<file path="config.mk">
export PLATFORM = sky130hd
export DESIGN_NAME = muldiv_unit
export DESIGN_NICKNAME = d
export VERILOG_FILES = /design/src/rtl/muldiv_unit.sv
export SDC_FILE = /design/constraint.sdc
export NUM_CORES = 1
export LEC_CHECK = 0
export ABC_AREA = 1
export CAP_MARGIN = 20
export CORE_MARGIN = 1
export CORE_UTILIZATION = 62
export CTS_BUF_LIST = sky130_fd_sc_hd__clkbuf_8
export DETAILED_ROUTE_END_ITERATION = 16
export GPL_ROUTABILITY_DRIVEN = 1
export PLACE_DENSITY = 0.95
export SETUP_SLACK_MARGIN = 0.1
export SYNTH_ARGS = -nofsm -noshare
export SYNTH_HDL_FRONTEND = slang
export SYNTH_SLANG_ARGS = --single-unit
</file>
<file path="constraint.sdc">
create_clock -name clk -period 3.5 [get_ports clk]
set_clock_uncertainty 0.1 [all_clocks]
set_input_delay 0.7 -clock clk [delete_from_list [all_inputs] [get_ports clk]]
set_output_delay 0.7 -clock clk [all_outputs]
set_load 0.005 [all_outputs]
</file>
<file path="src/rtl/muldiv_unit.sv">
// rtl/muldiv_unit.sv - iterative MULT/MULTU/DIV/DIVU unit holding HI/LO
//
// Purpose:
//   Multiply/divide unit beside the EX-stage ALU. A launched operation runs
//   IDLE -> RUN (32 shift-add or restoring shift-subtract steps) -> DONE -> IDLE.
//   Work is done on operand magnitudes. Signs are re-applied only in DONE.
//
// Optional feature:
//   MULDIV_FAST_MUL_EN - when defined, MULT/MULTU compute the product in one
//   cycle and go IDLE -> DONE directly. Divide is unchanged.
//
// Ports:
//   clk    in   system clock, rising edge
//   reset  in   synchronous active-high reset
//   start  in   launch an operation (sampled in IDLE only)
//   op     in   00 MULT, 01 MULTU, 10 DIV, 11 DIVU
//   A, B   in   operands (rs, rt); A is also the mthi/mtlo source
//   mthi   in   write A into HI (IDLE only)
//   mtlo   in   write A into LO (IDLE only)
//   busy   out  high whenever not IDLE
//   done   out  one-cycle pulse; hi/lo show the new result in this cycle
//   hi, lo out  architectural HI/LO registers
module muldiv_unit #(
   parameter int WIDTH = 32,
   parameter int CNT_W = 5
) (
   input  logic             clk,
   input  logic             reset,
   input  logic             start,
   input  logic [1:0]       op,
   input  logic [WIDTH-1:0] A,
   input  logic [WIDTH-1:0] B,
   input  logic             mthi,
   input  logic             mtlo,
   output logic             busy,
   output logic             done,
   output logic [WIDTH-1:0] hi,
   output logic [WIDTH-1:0] lo
);

   localparam logic [1:0] S_IDLE = 2'd0;
   localparam logic [1:0] S_RUN  = 2'd1;
   localparam logic [1:0] S_DONE = 2'd2;

   localparam logic [CNT_W-1:0] CNT_LAST = CNT_W'(WIDTH - 1);
   localparam logic [CNT_W-1:0] CNT_ONE  = CNT_W'(1);

   logic [1:0]         state_q, state_d;
   logic [CNT_W-1:0]   cnt_q, cnt_d;
   logic [1:0]         op_q, op_d;
   logic               neg_q, neg_d;     // product / quotient is negative
   logic               rsign_q, rsign_d; // remainder takes dividend sign
   logic               divz_q, divz_d;   // divide by zero
   logic [WIDTH-1:0]   opnd_q, opnd_d;   // multiplicand or divisor magnitude
   logic [2*WIDTH-1:0] acc_q, acc_d;     // product or remainder/quotient
   logic [WIDTH-1:0]   hi_q, hi_d;
   logic [WIDTH-1:0]   lo_q, lo_d;

   // Operand magnitudes; unsigned ops pass the raw value through.
   logic             is_signed, sign_a, sign_b;
   logic [WIDTH-1:0] mag_a, mag_b;

   always_comb begin
      is_signed = ~op[0];
      sign_a    = is_signed & A[WIDTH-1];
      sign_b    = is_signed & B[WIDTH-1];
      mag_a     = sign_a ? -A : A;
      mag_b     = sign_b ? -B : B;
   end

   // Multiply step: conditionally add the multiplicand into the upper half,
   // then shift the (WIDTH+1)-bit sum and lower half right by one.
   logic [WIDTH:0]     mul_sum;
   logic [2*WIDTH-1:0] mul_next;

   always_comb begin
      mul_sum  = {1'b0, acc_q[2*WIDTH-1:WIDTH]} +
                 (acc_q[0] ? {1'b0, opnd_q} : {(WIDTH+1){1'b0}});
      mul_next = {mul_sum, acc_q[WIDTH-1:1]};
   end

   // Restoring divide step: shift remainder:quotient left, trial-subtract the
   // divisor from the (WIDTH+1)-bit partial remainder, and shift in the
   // quotient bit. The kept remainder is always below the divisor, so the
   // WIDTH-bit subtraction never loses information.
   logic [WIDTH:0]     div_rem;
   logic               div_ge;
   logic [WIDTH-1:0]   div_upper;
   logic [2*WIDTH-1:0] div_next;

   always_comb begin
      div_rem   = {acc_q[2*WIDTH-1:WIDTH], acc_q[WIDTH-1]};
      div_ge    = (div_rem >= {1'b0, opnd_q});
      div_upper = div_ge ? (div_rem[WIDTH-1:0] - opnd_q) : div_rem[WIDTH-1:0];
      div_next  = {div_upper, acc_q[WIDTH-2:0], div_ge};
   end

   // Final result with signs applied; only meaningful in DONE.
   logic [2*WIDTH-1:0] prod_res;
   logic [WIDTH-1:0]   quo_res, rem_res, res_hi, res_lo;

   always_comb begin
      prod_res = neg_q ? -acc_q : acc_q;
      rem_res  = rsign_q ? -acc_q[2*WIDTH-1:WIDTH] : acc_q[2*WIDTH-1:WIDTH];
      // Divide by zero yields all-ones regardless of operand signs; the
      // remainder path already returns the original dividend.
      if (divz_q) begin
         quo_res = {WIDTH{1'b1}};
      end else begin
         quo_res = neg_q ? -acc_q[WIDTH-1:0] : acc_q[WIDTH-1:0];
      end
      if (op_q[1]) begin
         res_hi = rem_res;
         res_lo = quo_res;
      end else begin
         res_hi = prod_res[2*WIDTH-1:WIDTH];
         res_lo = prod_res[WIDTH-1:0];
      end
   end

   always_comb begin
      state_d = state_q;
      cnt_d   = cnt_q;
      op_d    = op_q;
      neg_d   = neg_q;
      rsign_d = rsign_q;
      divz_d  = divz_q;
      opnd_d  = opnd_q;
      acc_d   = acc_q;
      hi_d    = hi_q;
      lo_d    = lo_q;

      case (state_q)
         S_IDLE: begin
            if (start) begin
               op_d    = op;
               neg_d   = sign_a ^ sign_b;
               rsign_d = sign_a;
               divz_d  = op[1] & (B == {WIDTH{1'b0}});
               cnt_d   = {CNT_W{1'b0}};
               state_d = S_RUN;
               if (op[1]) begin
                  opnd_d = mag_b;
                  acc_d  = {{WIDTH{1'b0}}, mag_a};
               end else begin
                  opnd_d = mag_a;
                  acc_d  = {{WIDTH{1'b0}}, mag_b};
`ifdef MULDIV_FAST_MUL_EN
                  acc_d   = {{WIDTH{1'b0}}, mag_a} * {{WIDTH{1'b0}}, mag_b};
                  state_d = S_DONE;
`endif
               end
            end else begin
               // start takes priority; a move in the same cycle is dropped.
               if (mthi) hi_d = A;
               if (mtlo) lo_d = A;
            end
         end

         S_RUN: begin
            acc_d = op_q[1] ? div_next : mul_next;
            if (cnt_q == CNT_LAST) begin
               cnt_d   = {CNT_W{1'b0}};
               state_d = S_DONE;
            end else begin
               cnt_d = cnt_q + CNT_ONE;
            end
         end

         S_DONE: begin
            hi_d    = res_hi;
            lo_d    = res_lo;
            state_d = S_IDLE;
         end

         default: begin
            state_d = S_IDLE;
         end
      endcase
   end

   always_ff @(posedge clk) begin
      if (reset) begin
         state_q <= S_IDLE;
         cnt_q   <= {CNT_W{1'b0}};
         op_q    <= 2'b00;
         neg_q   <= 1'b0;
         rsign_q <= 1'b0;
         divz_q  <= 1'b0;
         opnd_q  <= {WIDTH{1'b0}};
         acc_q   <= {(2*WIDTH){1'b0}};
         hi_q    <= {WIDTH{1'b0}};
         lo_q    <= {WIDTH{1'b0}};
      end else begin
         state_q <= state_d;
         cnt_q   <= cnt_d;
         op_q    <= op_d;
         neg_q   <= neg_d;
         rsign_q <= rsign_d;
         divz_q  <= divz_d;
         opnd_q  <= opnd_d;
         acc_q   <= acc_d;
         hi_q    <= hi_d;
         lo_q    <= lo_d;
      end
   end

   // In DONE the new result is presented directly; the registers take it
   // on the DONE -> IDLE edge.
   assign busy = (state_q != S_IDLE);
   assign done = (state_q == S_DONE);
   assign hi   = done ? res_hi : hi_q;
   assign lo   = done ? res_lo : lo_q;

endmodule
</file>
==> flow_summary_export.csv, run 1 <==
group,metric,value,unit
run_status,status,"aborted with a tool error",
run_status,stop_stage,"5_1_grt",
run_status,stop_error,"[ERROR GRT-0232] Routing congestion too high. Check the congestion heatmap in the GUI.",
timing,worst-ep-kind,"primary output",
placed_design,dp_hpwl,59200,microns
placed_design,io_buffer_count,136,
die,num_rows,62,
synth,synthFlopType,"dfxtp_1",
clock_network,ctsHoldBuffers,0,
synth,synth-edff-count,0,
synth,syn_area,18300,sq um
synth,synth_cells,3316,
synth,yosysWarnings,0,
placed_design,routabilityCongestion,1.20,
die,die_h,174,microns
synth,synth-seq-cells,171,
synth,yosysSeqAreaShare,0.187,
die,initial_core_util,0.634,
clock_network,cts_inserted_buffers,17,
clock_network,clock_path_buffers,2,
grt,grt.overflow.total,783,
timing,worst_endpoint,"hi[18]",
clock_network,htree_num_levels,4,
synth,async_reset_ff_frac,0,
placed_design,dp.cells,3782,
grt,grt_max_degree,83,
synth,synth_cell_type_count,53,
placed_design,dpl-instance-area,20200,sq um
grt,grt_usage,0.854,
clock_network,cts_root_buf,"clkbuf_8",
die,die_w,174,microns
clock_network,clock_sinks,171,
synth,avgSynthCellArea,5.51,sq um
die,io_pins,137,
synth,syn_nets,3459,
stage by stage:
step / TNS, ns / setup slack (ns) / utilization
CTS: -0.681 / -0.112 / 0.742
detailed placement: 0 / 0.0309 / 0.698
global placement: 0 / 0.184 / 0.698
floorplan: 0 / 0.872 / -
logic make-up after synthesis:
group,after synthesis,synth area share
xor+xnor,52,0.0249
simple gates,1782,0.418
compound gates,651,0.194
flops,171,0.187
buf+inv,588,0.125
fa+ha+maj,72,0.0501
synthesized netlist by cell type, types with 10 or more instances:
cell,instances,area (sq um)
a21oi_1,267,1340
a31oi_1,33,206
buf_2,23,115
clkbuf_1,95,357
dfxtp_1,171,3420
ha_1,70,876
inv_1,445,1670
inv_2,10,37.5
nand2_1,990,3720
nand2_2,26,163
nand3_1,296,1480
nand3_2,17,170
nand4_1,54,338
nor2_1,302,1130
nor2_2,15,93.8
nor3_1,38,190
o211ai_1,27,203
o21ai_0,259,1300
or2_2,11,68.8
xor2_1,49,429
metal layers:
layer | track usage | GRT overflow
met5 | 0.534 | 5
met4 | 0.893 | 263
met3 | 0.772 | 52
met2 | 0.958 | 422
met1 | 0.832 | 41
repair_timing:
| item | in CTS |
|---|---|
| gates resized for setup | 243 |
| setup endpoints to repair | 52 |
| setup buffers | 65 |
| pin swaps | 73 |
==> inputs of run 2 (changes only) <==
- CORE_UTILIZATION: 62 -> 40
- CTS_BUF_LIST: sky130_fd_sc_hd__clkbuf_8 -> default
- PLACE_DENSITY: 0.95 -> default
- PLACE_DENSITY_LB_ADDON: default -> 0.15
- SETUP_SLACK_MARGIN: 0.1 -> default
==> flow_summary_export.csv, run 2 <==
group,metric,value,unit
clock_network,clk_pin_slew,0.07,ns
die,die-area,46600,sq um
grt,grt_pass1_vias,21700,
timing,setup_viol,1,
placed_design,dpl_worst_slack,-0.0488,ns
timing,rsz0062_at_grt,"yes",
detailed_routing,wl_per_cell,22.8,microns
min_path,hold_path.class,"flip-flop to flip-flop",
detailed_routing,drc,0,
finish,layout-drive-gt1-share,0.146,
die,die_h,216,microns
grt,antenna_found_initial,0,
synth,yosysSeqAreaShare,0.187,
critical_path,crit_slowest_cell,"clkdlybuf4s50_1",
finish,mostFrequentLayoutCell,"nand2_1",
synth,synth_cells,3316,
power,power_leakage,11.3,nW
critical_path,worst_path_dominant_cell_family,"simple AND/OR/NAND/NOR gates",
clock_network,htree_num_levels,4,
grt,grt_usage,0.396,
synth,netlist.area_leader.share,0.203,
timing,fmax,0.286,GHz
detailed_routing,drt-total-wl,94300,microns
finish,diodes,0,
detailed_routing,dr_total_vias,24100,
critical_path,crit_buf_inv,3,
finish,syn_to_final_growth,23.6,%
finish,fin_nets,3681,
synth,async_reset_ff_frac,0,
die,io_pins,137,
critical_path,worstPathCellList,"inv_4 > nand3_2 > nor2_4 > nand2_4 > nor2_4 > nand2_1 > a21oi_2 > buf_4 > nor2_1 > nand2_1 > nand3_2 > nand2_1 > clkdlybuf4s50_1",
timing,final_hold_viol_count,0,
critical_path,crit_top_cell,"nand2_1",
critical_path,cp.required,2.70,ns
timing,period_needed,3.50,ns
critical_path,critPathLaunchType,"flip-flop",
timing,fin_crit_sh,1.00,
power,total_power,8.59,mW
synth,synth_most_common_cell,"nand2_1",
die,coreArea,44600,sq um
finish,largest_reg_flops,64,
critical_path,crit_type,"flip-flop to output pin",
synth,yosysWarnings,0,
die,die_w,216,microns
detailed_routing,firstDrtPassIters,7,
die,num_rows,77,
clock_network,cts_root_buf,"clkbuf_16",
grt,grt.overflow.total,0,
grt,grt_max_degree,62,
synth,syn_nets,3459,
clock_network,clock_sinks,171,
finish,layout_common_cells,"965 x nand2_1, 430 x inv_1, 276 x nor2_1",
power,power_density,380,nW/um^2
clock_network,insertion_delay,0.51,ns
clock_network,clock_path_buffers,2,
finish,regMostFlops,"acc_q",
critical_path,cp.arrival,2.70,ns
critical_path,slowest_delay,0.49,ns
detailed_routing,via_per_inst,5.81,
critical_path,end_kind,"output pin",
synth,synth_commonest_cells,"990 x nand2_1, 445 x inv_1, 302 x nor2_1",
placed_design,dp_hpwl,75500,microns
placed_design,routabilityCongestion,1.06,
die,initial_core_util,0.410,
synth,synth_top_cell_by_area,"nand2_1",
timing,setup_ws,-0.00121,ns
synth,netlist_top_cells_area,"nand2_1 20%, dfxtp_1 19%, inv_1 9.1%",
detailed_routing,drtIter0Drc,3120,
synth,syn_area,18300,sq um
timing,slew_violations,0,
synth,avgSynthCellArea,5.51,sq um
timing,slew_headroom,0.450,
timing,fin_setup_tns,-0.00121,ns
clock_network,cts_inserted_buffers,17,
synth,synth-edff-count,0,
run_status,violations,"negative setup slack",
clock_network,cts_tree,"built",
power,peakVddDrop,0.436,mV
job,drv_cap,0,
grt,grt_pass1_wl,138000,microns
synth,synthFlopType,"dfxtp_1",
critical_path,cp_max_fo,5,
detailed_routing,drtAntennaViolNets,0,
placed_design,io_buffer_count,136,
timing,tightest_slew,0.826,ns
run_status,status,"complete, but fails checks",
synth,synth_cell_type_count,53,
synth,synth-seq-cells,171,
[run 2: cell counts after synthesis]
Identical to the previous run, type by type.
[run 2: metal layers]
layer | GRT usage | up-vias | wire [microns]
li1 | - | 11200 | -
met1 | 0.541 | 11300 | 39700
met2 | 0.591 | 1388 | 39700
met3 | 0.105 | 170 | 11300
met4 | 0.148 | 0 | 3660
met5 | 0 | - | 0
[run 2: worst paths after layout]
check,startpoint,slack (ns),end,cells past startpoint
worst max register to register,acc_q[0],0.18,acc_q[60],15
worst min register to register,cnt_q[3],0.37,cnt_q[3],2
worst max-delay path,acc_q[2],-0.001,hi[7],13
worst min-delay path,cnt_q[3],0.37,cnt_q[3],2
[run 2: final cells by class]
class                   count  area [sq um]
fillers                  4787         22000
multi-input cells        2557         13200
flip-flops and latches    171          3470
repair buffers            334          2880
inverters                 457          1730
well taps                 592           741
clock buffers              20           457
clock inverters            12           126
[run 2: kinds of logic (layout without fill, tap and decap cells)]
logic type / after synthesis / in the layout / share of synthesized area
fa+ha+maj: 72 / 72 / 0.0501
buf+inv: 588 / 823 / 0.125
flops: 171 / 171 / 0.187
xor+xnor: 52 / 52 / 0.0249
compound gates: 651 / 651 / 0.194
simple gates: 1782 / 1782 / 0.418
[run 2: tightest hold or removal path, delay by kind of cell, from the launching register on]
family | cells | cell delay [ns]
compound gates | 1 | 0.06
simple gates | 1 | 0.06
flops | 1 | 0.31
[run 2: through the flow]
stage          area [sq um]  utilization  instances  hold slack [ns]
2_1_floorplan         18300            -       3316            0.344
3_3_place_gp          21000        0.470       4059            0.354
3_5_place_dp          21000        0.470       4059            0.366
4_1_cts               22200        0.499       4125            0.376
5_1_grt               22600        0.506       4143            0.404
6_report              22600        0.506       4143            0.375
[run 2: power by group]
part           switching [mW]  internal, mW
combinational            2.87          1.40
clock                   0.998          1.04
sequential              0.169          2.12
[run 2: what timing repair did]
action | 4_1_cts | 5_1_grt
hold buffers | 0 | 0
setup buffers | 35 | 18
pin swaps | 64 | 62
cloned | 0 | 0
endpoints found under the setup margin | 52 | 50
resized for setup | 229 | 96
Power figures use the tool's default switching activity.
